<file path="src/rtl/keypad_entry_scanner.sv">
// 4x4 keypad column scanner with row debounce and a four-digit decimal entry accumulator.
// Define KEYPAD_DEBOUNCE_EN to build the press/release debounce counter (otherwise one sample decides).
module keypad_entry_scanner #(
    parameter int SCAN_DIV       = 1000,
    parameter int DEBOUNCE_SCANS = 4
) (
    input  logic        clk,
    input  logic        rst,
    input  logic        KR_0,
    input  logic        KR_1,
    input  logic        KR_2,
    input  logic        KR_3,
    output logic        KC_0,
    output logic        KC_1,
    output logic        KC_2,
    output logic        KC_3,
    output logic [15:0] entry,
    output logic [15:0] value,
    output logic        value_valid,
    output logic [3:0]  key_code,
    output logic        key_strobe,
    output logic [2:0]  digit_count
);
    // state    | meaning
    // SCAN     | rotating columns, waiting for any row low
    // DEBOUNCE | column held, counting samples equal to the latched rows
    // PRESSED  | key accepted, column held until rows all high
    // RELEASE  | counting all-high samples before scanning again

    localparam int DWW = (SCAN_DIV > 1) ? $clog2(SCAN_DIV) : 1;
`ifdef KEYPAD_DEBOUNCE_EN
    localparam int DEB_N = DEBOUNCE_SCANS;
`else
    localparam int DEB_N = 1;
`endif

    if (SCAN_DIV < 4 || DEBOUNCE_SCANS < 1) begin : g_param_check
        $error("keypad_entry_scanner: SCAN_DIV must be >= 4 and DEBOUNCE_SCANS >= 1");
    end

    typedef enum logic [1:0] {SCAN, DEBOUNCE, PRESSED, RELEASE} state_t;

    state_t         state, state_nxt;
    logic [3:0]     row_meta, row_sync, lat_row, acc_row, acc_code;
    logic [DWW-1:0] dwell_cnt;
    logic [1:0]     col, acc_r;
    logic [3:0]     kc;
    logic           dwell_end, any_low, same, deb_last;
    logic           col_adv, latch, accept;

    assign dwell_end = (dwell_cnt == DWW'(SCAN_DIV - 1));
    assign any_low   = ~&row_sync;
    assign same      = (row_sync == lat_row);
    assign {KC_3, KC_2, KC_1, KC_0} = kc;

    always_ff @(posedge clk or posedge rst) begin
        if (rst) begin
            row_meta  <= 4'hF;
            row_sync  <= 4'hF;
            dwell_cnt <= '0;
            state     <= SCAN;
            col       <= 2'd0;
            kc        <= 4'b1110;
            lat_row   <= 4'hF;
        end else begin
            row_meta  <= {KR_3, KR_2, KR_1, KR_0};
            row_sync  <= row_meta;
            dwell_cnt <= dwell_end ? '0 : dwell_cnt + DWW'(1);
            state     <= state_nxt;
            if (col_adv) begin
                col <= col + 2'd1;
                kc  <= {kc[2:0], kc[3]};
            end
            if (latch) lat_row <= row_sync;
        end
    end

`ifdef KEYPAD_DEBOUNCE_EN
    localparam int DBW = $clog2(DEB_N + 1);
    logic [DBW-1:0] deb_cnt;

    // Counts matching samples in DEBOUNCE and all-high samples in RELEASE; the entering sample counts as one.
    always_ff @(posedge clk or posedge rst) begin
        if (rst) begin
            deb_cnt <= '0;
        end else if (dwell_end) begin
            if ((state == SCAN && any_low) || (state == PRESSED && !any_low))
                deb_cnt <= DBW'(1);
            else if ((state == DEBOUNCE && same) || (state == RELEASE && !any_low))
                deb_cnt <= deb_cnt + DBW'(1);
        end
    end
    assign deb_last = (deb_cnt == DBW'(DEB_N - 1));
`else
    assign deb_last = 1'b1;
`endif

    always_comb begin
        state_nxt = state;
        col_adv   = 1'b0;
        latch     = 1'b0;
        accept    = 1'b0;
        acc_row   = lat_row;
        if (dwell_end) begin
            case (state)
                SCAN: begin
                    if (any_low) begin
                        latch   = 1'b1;
                        acc_row = row_sync;
                        if (DEB_N == 1) begin
                            accept    = 1'b1;
                            state_nxt = PRESSED;
                        end else begin
                            state_nxt = DEBOUNCE;
                        end
                    end else begin
                        col_adv = 1'b1;
                    end
                end
                DEBOUNCE: begin
                    if (!same) begin
                        state_nxt = SCAN;
                        col_adv   = 1'b1;
                    end else if (deb_last) begin
                        accept    = 1'b1;
                        state_nxt = PRESSED;
                    end
                end
                PRESSED: begin
                    if (!any_low) begin
                        if (DEB_N == 1) begin
                            state_nxt = SCAN;
                            col_adv   = 1'b1;
                        end else begin
                            state_nxt = RELEASE;
                        end
                    end
                end
                RELEASE: begin
                    if (any_low) begin
                        state_nxt = PRESSED;
                    end else if (deb_last) begin
                        state_nxt = SCAN;
                        col_adv   = 1'b1;
                    end
                end
                default: state_nxt = SCAN;
            endcase
        end
    end

    // Lowest-index low row wins when several rows are pulled down together.
    always_comb begin
        if (!acc_row[0])      acc_r = 2'd0;
        else if (!acc_row[1]) acc_r = 2'd1;
        else if (!acc_row[2]) acc_r = 2'd2;
        else                  acc_r = 2'd3;
        case ({acc_r, col})
            4'b0000: acc_code = 4'h1;
            4'b0001: acc_code = 4'h2;
            4'b0010: acc_code = 4'h3;
            4'b0011: acc_code = 4'hA;
            4'b0100: acc_code = 4'h4;
            4'b0101: acc_code = 4'h5;
            4'b0110: acc_code = 4'h6;
            4'b0111: acc_code = 4'hB;
            4'b1000: acc_code = 4'h7;
            4'b1001: acc_code = 4'h8;
            4'b1010: acc_code = 4'h9;
            4'b1011: acc_code = 4'hC;
            4'b1100: acc_code = 4'hE;
            4'b1101: acc_code = 4'h0;
            4'b1110: acc_code = 4'hF;
            default: acc_code = 4'hD;
        endcase
    end

    always_ff @(posedge clk or posedge rst) begin
        if (rst) begin
            entry       <= '0;
            value       <= '0;
            value_valid <= 1'b0;
            key_code    <= '0;
            key_strobe  <= 1'b0;
            digit_count <= '0;
        end else begin
            key_strobe  <= 1'b0;
            value_valid <= 1'b0;
            if (accept) begin
                key_code   <= acc_code;
                key_strobe <= 1'b1;
                if (acc_code <= 4'd9) begin
                    if (digit_count < 3'd4) begin
                        entry       <= entry * 16'd10 + {12'd0, acc_code};
                        digit_count <= digit_count + 3'd1;
                    end
                end else if (acc_code == 4'hE) begin
                    entry       <= '0;
                    digit_count <= '0;
                end else if (acc_code == 4'hF) begin
                    value       <= entry;
                    value_valid <= 1'b1;
                    entry       <= '0;
                    digit_count <= '0;
                end
            end
        end
    end
endmodule

</file>
<file path="config.mk">
export PLATFORM = sky130hd
export DESIGN_NAME = keypad_entry_scanner
export DESIGN_NICKNAME = d
export VERILOG_FILES = /design/src/rtl/keypad_entry_scanner.sv
export SDC_FILE = /design/constraint.sdc
export NUM_CORES = 1
export LEC_CHECK = 0
export CORE_MARGIN = 1.5
export CORE_UTILIZATION = 45
export DETAILED_ROUTE_END_ITERATION = 12
export PLACE_DENSITY = 0.67
export SLEW_MARGIN = 25
export SYNTH_ARGS = -nofsm -noshare
export SYNTH_HDL_FRONTEND = slang
export SYNTH_SLANG_ARGS = --single-unit
</file>
<file path="constraint.sdc">
create_clock -name clk -period 4.3 [get_ports clk]
set_input_delay 0.86 -clock clk [delete_from_list [all_inputs] [get_ports clk]]
set_output_delay 0.86 -clock clk [all_outputs]
set_load 0.02 [all_outputs]
</file>
## Word level (Yosys, flattened, before mapping)

Memory sizes are Yosys's and may differ from the RTL's.
Cells that the tools add are included.

- Latch bits: 0
- Register bits: 71
- Bits of input ports: 6
- Memory bits (read-only): 64
- Memory bits (writable): 0
- Memories: 1

Memories:

| memory | depth | bits a word | rd ports | clocked after memory_dff | wr ports | RTL line | text |
|---|---|---|---|---|---|---|---|
| (no name shown) | 16 | 4 | 1 | 0 | 0 | 158 | `case ({acc_r, col})` |

- Muxes and demuxes: 35
- Magnitude comparators: 2
- Eq/ne operators: 10
- Bitwise logic cells: 2
- $add $sub $neg: 4
- Reduce and logical (&&, ||, !) cells: 7
- Div/mod/pow operators: 0
- Shift operators: 0
- Multiply operators: 1

Operators by type and width:

| cell | number |
|---|---|
| 2-to-1 mux 16 bit | 4 |
| 2-to-1 mux 3 bit | 7 |
| adder 16 x 4 -> 16 bit | 1 |
| multiplier 16 x 3 -> 15 bit, second input constant | 1 |
| 2-to-1 mux 1 bit | 14 |
| 2-to-1 mux 2 bit | 6 |
| adder 10 x 1 -> 10 bit, second input constant | 1 |
| equality test 10 bit, second input constant | 1 |
| 2-to-1 mux 10 bit | 1 |
| equality test 4 bit, second input constant | 2 |
| case mux 2 bit (4 select lines) | 1 |
| AND reduction 4 bit | 2 |
| AND reduction 3 bit | 2 |
| equality test 2 bit, second input constant | 2 |
| equality test 4 bit | 1 |
| less-or-equal comparator 4 bit, second input constant | 1 |
| != test 2 bit, second input constant | 2 |
| case mux 1 bit (2 select lines) | 2 |
| adder 3 x 1 -> 3 bit, second input constant | 1 |
| < comparator 3 bit, second input constant | 1 |
| nonzero test 3 bit | 1 |
| OR reduction 3 bit | 1 |
| adder 2 x 1 -> 2 bit, second input constant | 1 |
| equality test 2 x 1 -> 1 bit, second input constant | 1 |
| other kinds (3) | 4 |

## Depth between registers and ports, before layout

Gate-level depths: netlist (run 1).
An unclocked memory read counts as a cell.

- Word-level depth: 13
- Gate-level depth with buffers: 15
- Mapped depth without buffers: 14

## Least setup slack after synthesis (run 1)

No wires, ideal clock.

- Kind: register -> register
- Start point: reg dwell_cnt[0]
- End point: reg entry[15]
- Data required time: 4.179 ns
- Arrival: 3.482 ns
- Buffers on the path: 0
- Path slack: 0.697 ns
- Clock period less this slack: 3.603 ns
- Cell stages (with the launch flop): 15
- Cell sequence: dfrtp_1 > ha_1 > nand2_1 > nor4b_4 > mux2i_1 > o211a_1 > o21ai_2 > a21boi_4 > ha_1 > fa_1 > and2_1 > o31ai_1 > nor4_1 > xnor2_1 > a22o_1

- Word-level cells in the longest chain between the ends: 9
- Elaborated cells between the ends (all ways): 17
- Classes of those cells: add/sub (1); order compare (1); eq/ne (4); mux (8); reduce/logical (2); memory (1)

RTL lines:

| what | RTL line | text |
|---|---|---|
| from (decl) | 45 | `logic [DWW-1:0] dwell_cnt;` |
| from (signal assigned) | 68 | `dwell_cnt <= dwell_end ? '0 : dwell_cnt + DWW'(1);` |
| equality test 10 bit (*) | 51 | `assign dwell_end = (dwell_cnt == DWW'(SCAN_DIV - 1));` |
| 2-to-1 mux 3 bit (*) | 104 | `if (dwell_end) begin` |
| 2-to-1 mux 1 bit | 156 | `else if (!acc_row[2]) acc_r = 2'd2;` |
| 2-to-1 mux 2 bit | 155 | `else if (!acc_row[1]) acc_r = 2'd1;` |
| 2-to-1 mux 2 bit (*) | 154 | `if (!acc_row[0]) acc_r = 2'd0;` |
| memory read (16 x 4 bit) (*) | n/a |  |
| net acc_code[1] | 44 | `logic [3:0] row_meta, row_sync, lat_row, acc_row, acc_code;` |
| adder 16 x 4 -> 16 bit, or another cell as far along | 194 | `entry <= entry * 16'd10 + {12'd0, acc_code};` |
| 2-to-1 mux 16 bit, or another cell as far along | 193 | `if (digit_count < 3'd4) begin` |
| 2-to-1 mux 16 bit or AND reduction 3 bit (tied branches) | n/a |  |
| to (signal assigned) | 194 |  |
| to (decl) | 17 | `output logic [15:0] entry,` |

Mark *: on every way through the listed nets, which the timed path passes. The rest lies on a longest branch. The select of a mux whose other input is x is not followed.
A chain may end at the register's enable or synchronous reset.

## Final worst setup path (run 1)

Same ends and word-level chain as after synthesis.

==> run summary, run 1 <==
Via density = 5.52
CTS tree = built
net switching power = 259 uW
Hold Violations, Final = 0
register share of total power = 54.7%
Comb power frac = 1.6%
CP Class = reg2reg
RSZ-0062 raised after global routing = false
Final GP Congestion = 0.846
Reg area = 1740 um^2
Crit. End Element = flop
largest net degree at the start of global routing = 49
Reg-to-Reg Start = dwell_cnt[0]
Max FO, Critical Path = 6
LEAKAGE = 2.29 nW
io pins = 51
status = completed
worst slew pin tran = 652 ps
Synth Flop Type = dfrtp_1
Post-Route WL = 8230 um
via count = 2849
f_max = 254 MHz
share of total power in the clock network = 43.7%
worst clock skew = 8.96 ps
fill count = 775
Sink Count = 69
post-synthesis sequential area ratio = 43.1%
Post-synth EDFFs = 0
initial antenna violation count = 0
number of global-route vias before repair = 2886
Tot GR Track Use = 18.5%
Final Instance Area = 4840 um^2
Pre-antenna DRT Iters = 4
ant diodes = 0
global route overflow = 0
Mapped Nets = 388
worst path required time = 4530 ps
DP Area = 4640 um^2
Worst EP arrival = 4170 ps
switching share of power = 21.5%
Critical Path Start = dwell_cnt[0]
Initial DRC Count = 100
drt drc = 0
Die W = 97.8 um
Clk pin slew, worst setup/hold paths = 70 ps
PwrDens = 249 nW/um^2
Mapped Area = 4040 um^2
Setup TNS Final = 0 ps
fin nets = 443
clock latency on the worst-skew pair = 340 ps
Rows = 34
Die Ht = 97.8 um
Period minus WS final = 3940 ps
H-tree levels = 3
Cell Int Power = 944 uW
dpl hpwl = 5940 um
core area = 8720 um^2
first-pass GRT wire length = 14200 um
Synth Area per Inst = 11.6 um^2
max cap viols = 0
Post-synth ARST share = 100%
share of cells above drive strength 1 = 18.9%
Clock Tree Buf Depth = 2
number of distinct library cells after synthesis = 62
Hold Crit Start = row_meta[0]
hold crit path type = reg2reg
setup violators final = 0
root buffer cell = clkbuf_8
peak supply drop = 0.133 mV
post-route clock period utilization = 91.6%
Synth warnings = 0
Routed WL per cell = 15.9 um
synthesized instance count = 348
hold buffer count at CTS = 0
crit path launch type = flop
CTS Buf Count = 9
max_slew headroom = 56.5%
initial core utilization = 46.4%
max-slew violations = 0
synthesis-stage register bit count = 69
Routed Antenna Nets = 0
input/output buffers = 50
Area Overhead vs Synth = 19.8%
die area = 9560 um^2
area occupied by multi-input gates = 2210 um^2
==> layer usage <==
| layer | wire length (um) | global-route usage (%) | share of wire [%] |
|---|---|---|---|
| met5 | 0 | 0 | 0 |
| met4 | 93 | 6.04 | 1.1 |
| met3 | 300 | 4.65 | 3.6 |
| met2 | 3600 | 27.5 | 44 |
| met1 | 4230 | 26.5 | 51 |
==> power groups by stage <==
| stage | logic (mW) | registers, mW | clock network [mW] |
|---|---|---|---|
| floorplan | 0.0103 | 0.670 | 0 |
| global placement | 0.0204 | 0.670 | 0 |
| detailed placement | 0.0207 | 0.670 | 0 |
| CTS | 0.0207 | 0.658 | 0.546 |
| global route | 0.0228 | 0.659 | 0.573 |
| finish | 0.0195 | 0.658 | 0.525 |
==> cells in the mapped netlist, types with 3 or more instances <==
cell | number | area, um^2
nor3b_1 | 3 | 22.5
dfrtp_1 | 55 | 1380
buf_6 | 3 | 33.8
a22o_1 | 15 | 131
nor3_1 | 12 | 60.1
a211oi_1 | 3 | 22.5
buf_2 | 3 | 15.0
mux2i_1 | 3 | 30.0
nor2_1 | 22 | 82.6
or2_2 | 4 | 25.0
clkbuf_1 | 3 | 11.3
nand2_1 | 15 | 56.3
nand4_1 | 3 | 18.8
xor2_1 | 10 | 87.6
ha_1 | 32 | 400
a211o_1 | 3 | 26.3
mux2_2 | 18 | 203
o21ai_0 | 9 | 45.0
o2bb2ai_1 | 3 | 26.3
a21o_1 | 8 | 60.1
and2_1 | 7 | 43.8
a21oi_1 | 8 | 40.0
nand3_1 | 11 | 55.1
inv_1 | 7 | 26.3
and3_1 | 3 | 18.8
xnor2_1 | 19 | 166
or3_1 | 3 | 18.8
mux2_4 | 10 | 150
dfstp_2 | 14 | 368
==> placed cells by master, fill, tap and decap left out, types with 4 or more instances in the layout <==
cell / n
dfrtp_1: 55
and2_1: 7
a22o_1: 15
nor3_1: 12
mux2_2: 18
nand2_1: 15
clkdlybuf4s50_1: 50
a21oi_1: 8
xnor2_1: 19
mux2_4: 10
or2_2: 4
o21ai_0: 9
nand3_1: 11
buf_4: 4
dfstp_2: 14
xor2_1: 10
a21o_1: 8
ha_1: 32
inv_1: 6
nor2_1: 22
clkbuf_8: 10
==> through the flow <==
stage	std cells	power [mW]	utilization [%]	setup slack [ps]	hold WS [ps]
final	516	1.20	55.5	360	355
after global routing	516	1.25	55.5	31.9	364
after CTS	516	1.22	55.5	163	360
after detailed placement	500	0.691	53.3	160	347
after global placement	500	0.691	53.3	330	345
after floorplan	348	0.680	-	697	345
==> sequential cells by signal (all words and copies together), names as in the netlist <==
name         cells
entry           16
row_sync         4
row_meta         4
digit_count      3
key_code         4
value_valid      1
state            1
col              2
dwell_cnt       10
lat_row          3
kc               4
key_strobe       1
value           16
==> kinds of logic (layout without fill, tap and decap cells) <==
| logic type | count (synthesis) | in the layout | synth area share, % |
|---|---|---|---|
| adders and majority gates | 34 | 34 | 10.9 |
| AOI/OAI and AO/OA | 73 | 73 | 14.6 |
| and+or+nand+nor | 95 | 95 | 13.4 |
| xor gates and xnor gates | 29 | 29 | 6.28 |
| buffers and inverters | 17 | 77 | 2.23 |
| muxes | 31 | 31 | 9.47 |
| DFF | 69 | 69 | 43.1 |
==> worst paths after layout <==
check                      cells after the start  slack, ps             end
max                                           14        360       entry[15]
min                                            0        350     row_sync[0]
max reg2reg                                   14        360       entry[15]
min reg2reg                                    0        350     row_sync[0]
max in group asynchronous                      3       2870  digit_count[1]
min in group asynchronous                      3        880        value[5]
==> critical path: stages (launching register included) <==
cell      delay (ps)
dfrtp_1          390
ha_1             230
nand2_1          190
nor4b_4          500
mux2i_1          410
o211a_1          200
o21ai_2           60
a21boi_4         160
ha_1             230
fa_1             420
and2_1           180
o31ai_2          370
nor4_1           130
xnor2_1          140
a22o_1           200
==> what timing repair did <==
item,CTS,global route
resized for setup,0,1
buffers inserted,0,0
setup endpoints to repair,0,4
==> area by class of cell <==
class | count | share of cell area [%]
timing repair buffer | 54 | 11.0
tap | 108 | 2.79
inverter | 7 | 0.543
clock inverter | 4 | 0.982
clock buffer | 12 | 3.00
sequential | 69 | 36.0
multi-input combinational | 262 | 45.7
(Power assumes the default switching activity.)
==> run 2: changes to the inputs <==
Settings changed: SLEW_MARGIN 25 to 20.
==> results of run 2 <==
The final DEF is identical to that of run 1; final timing and power are the same.
==> run 3: changes to the inputs <==
Settings changed: CAP_MARGIN set to 5.
==> results of run 3 <==
The final DEF is identical to that of run 1; final timing and power are the same.
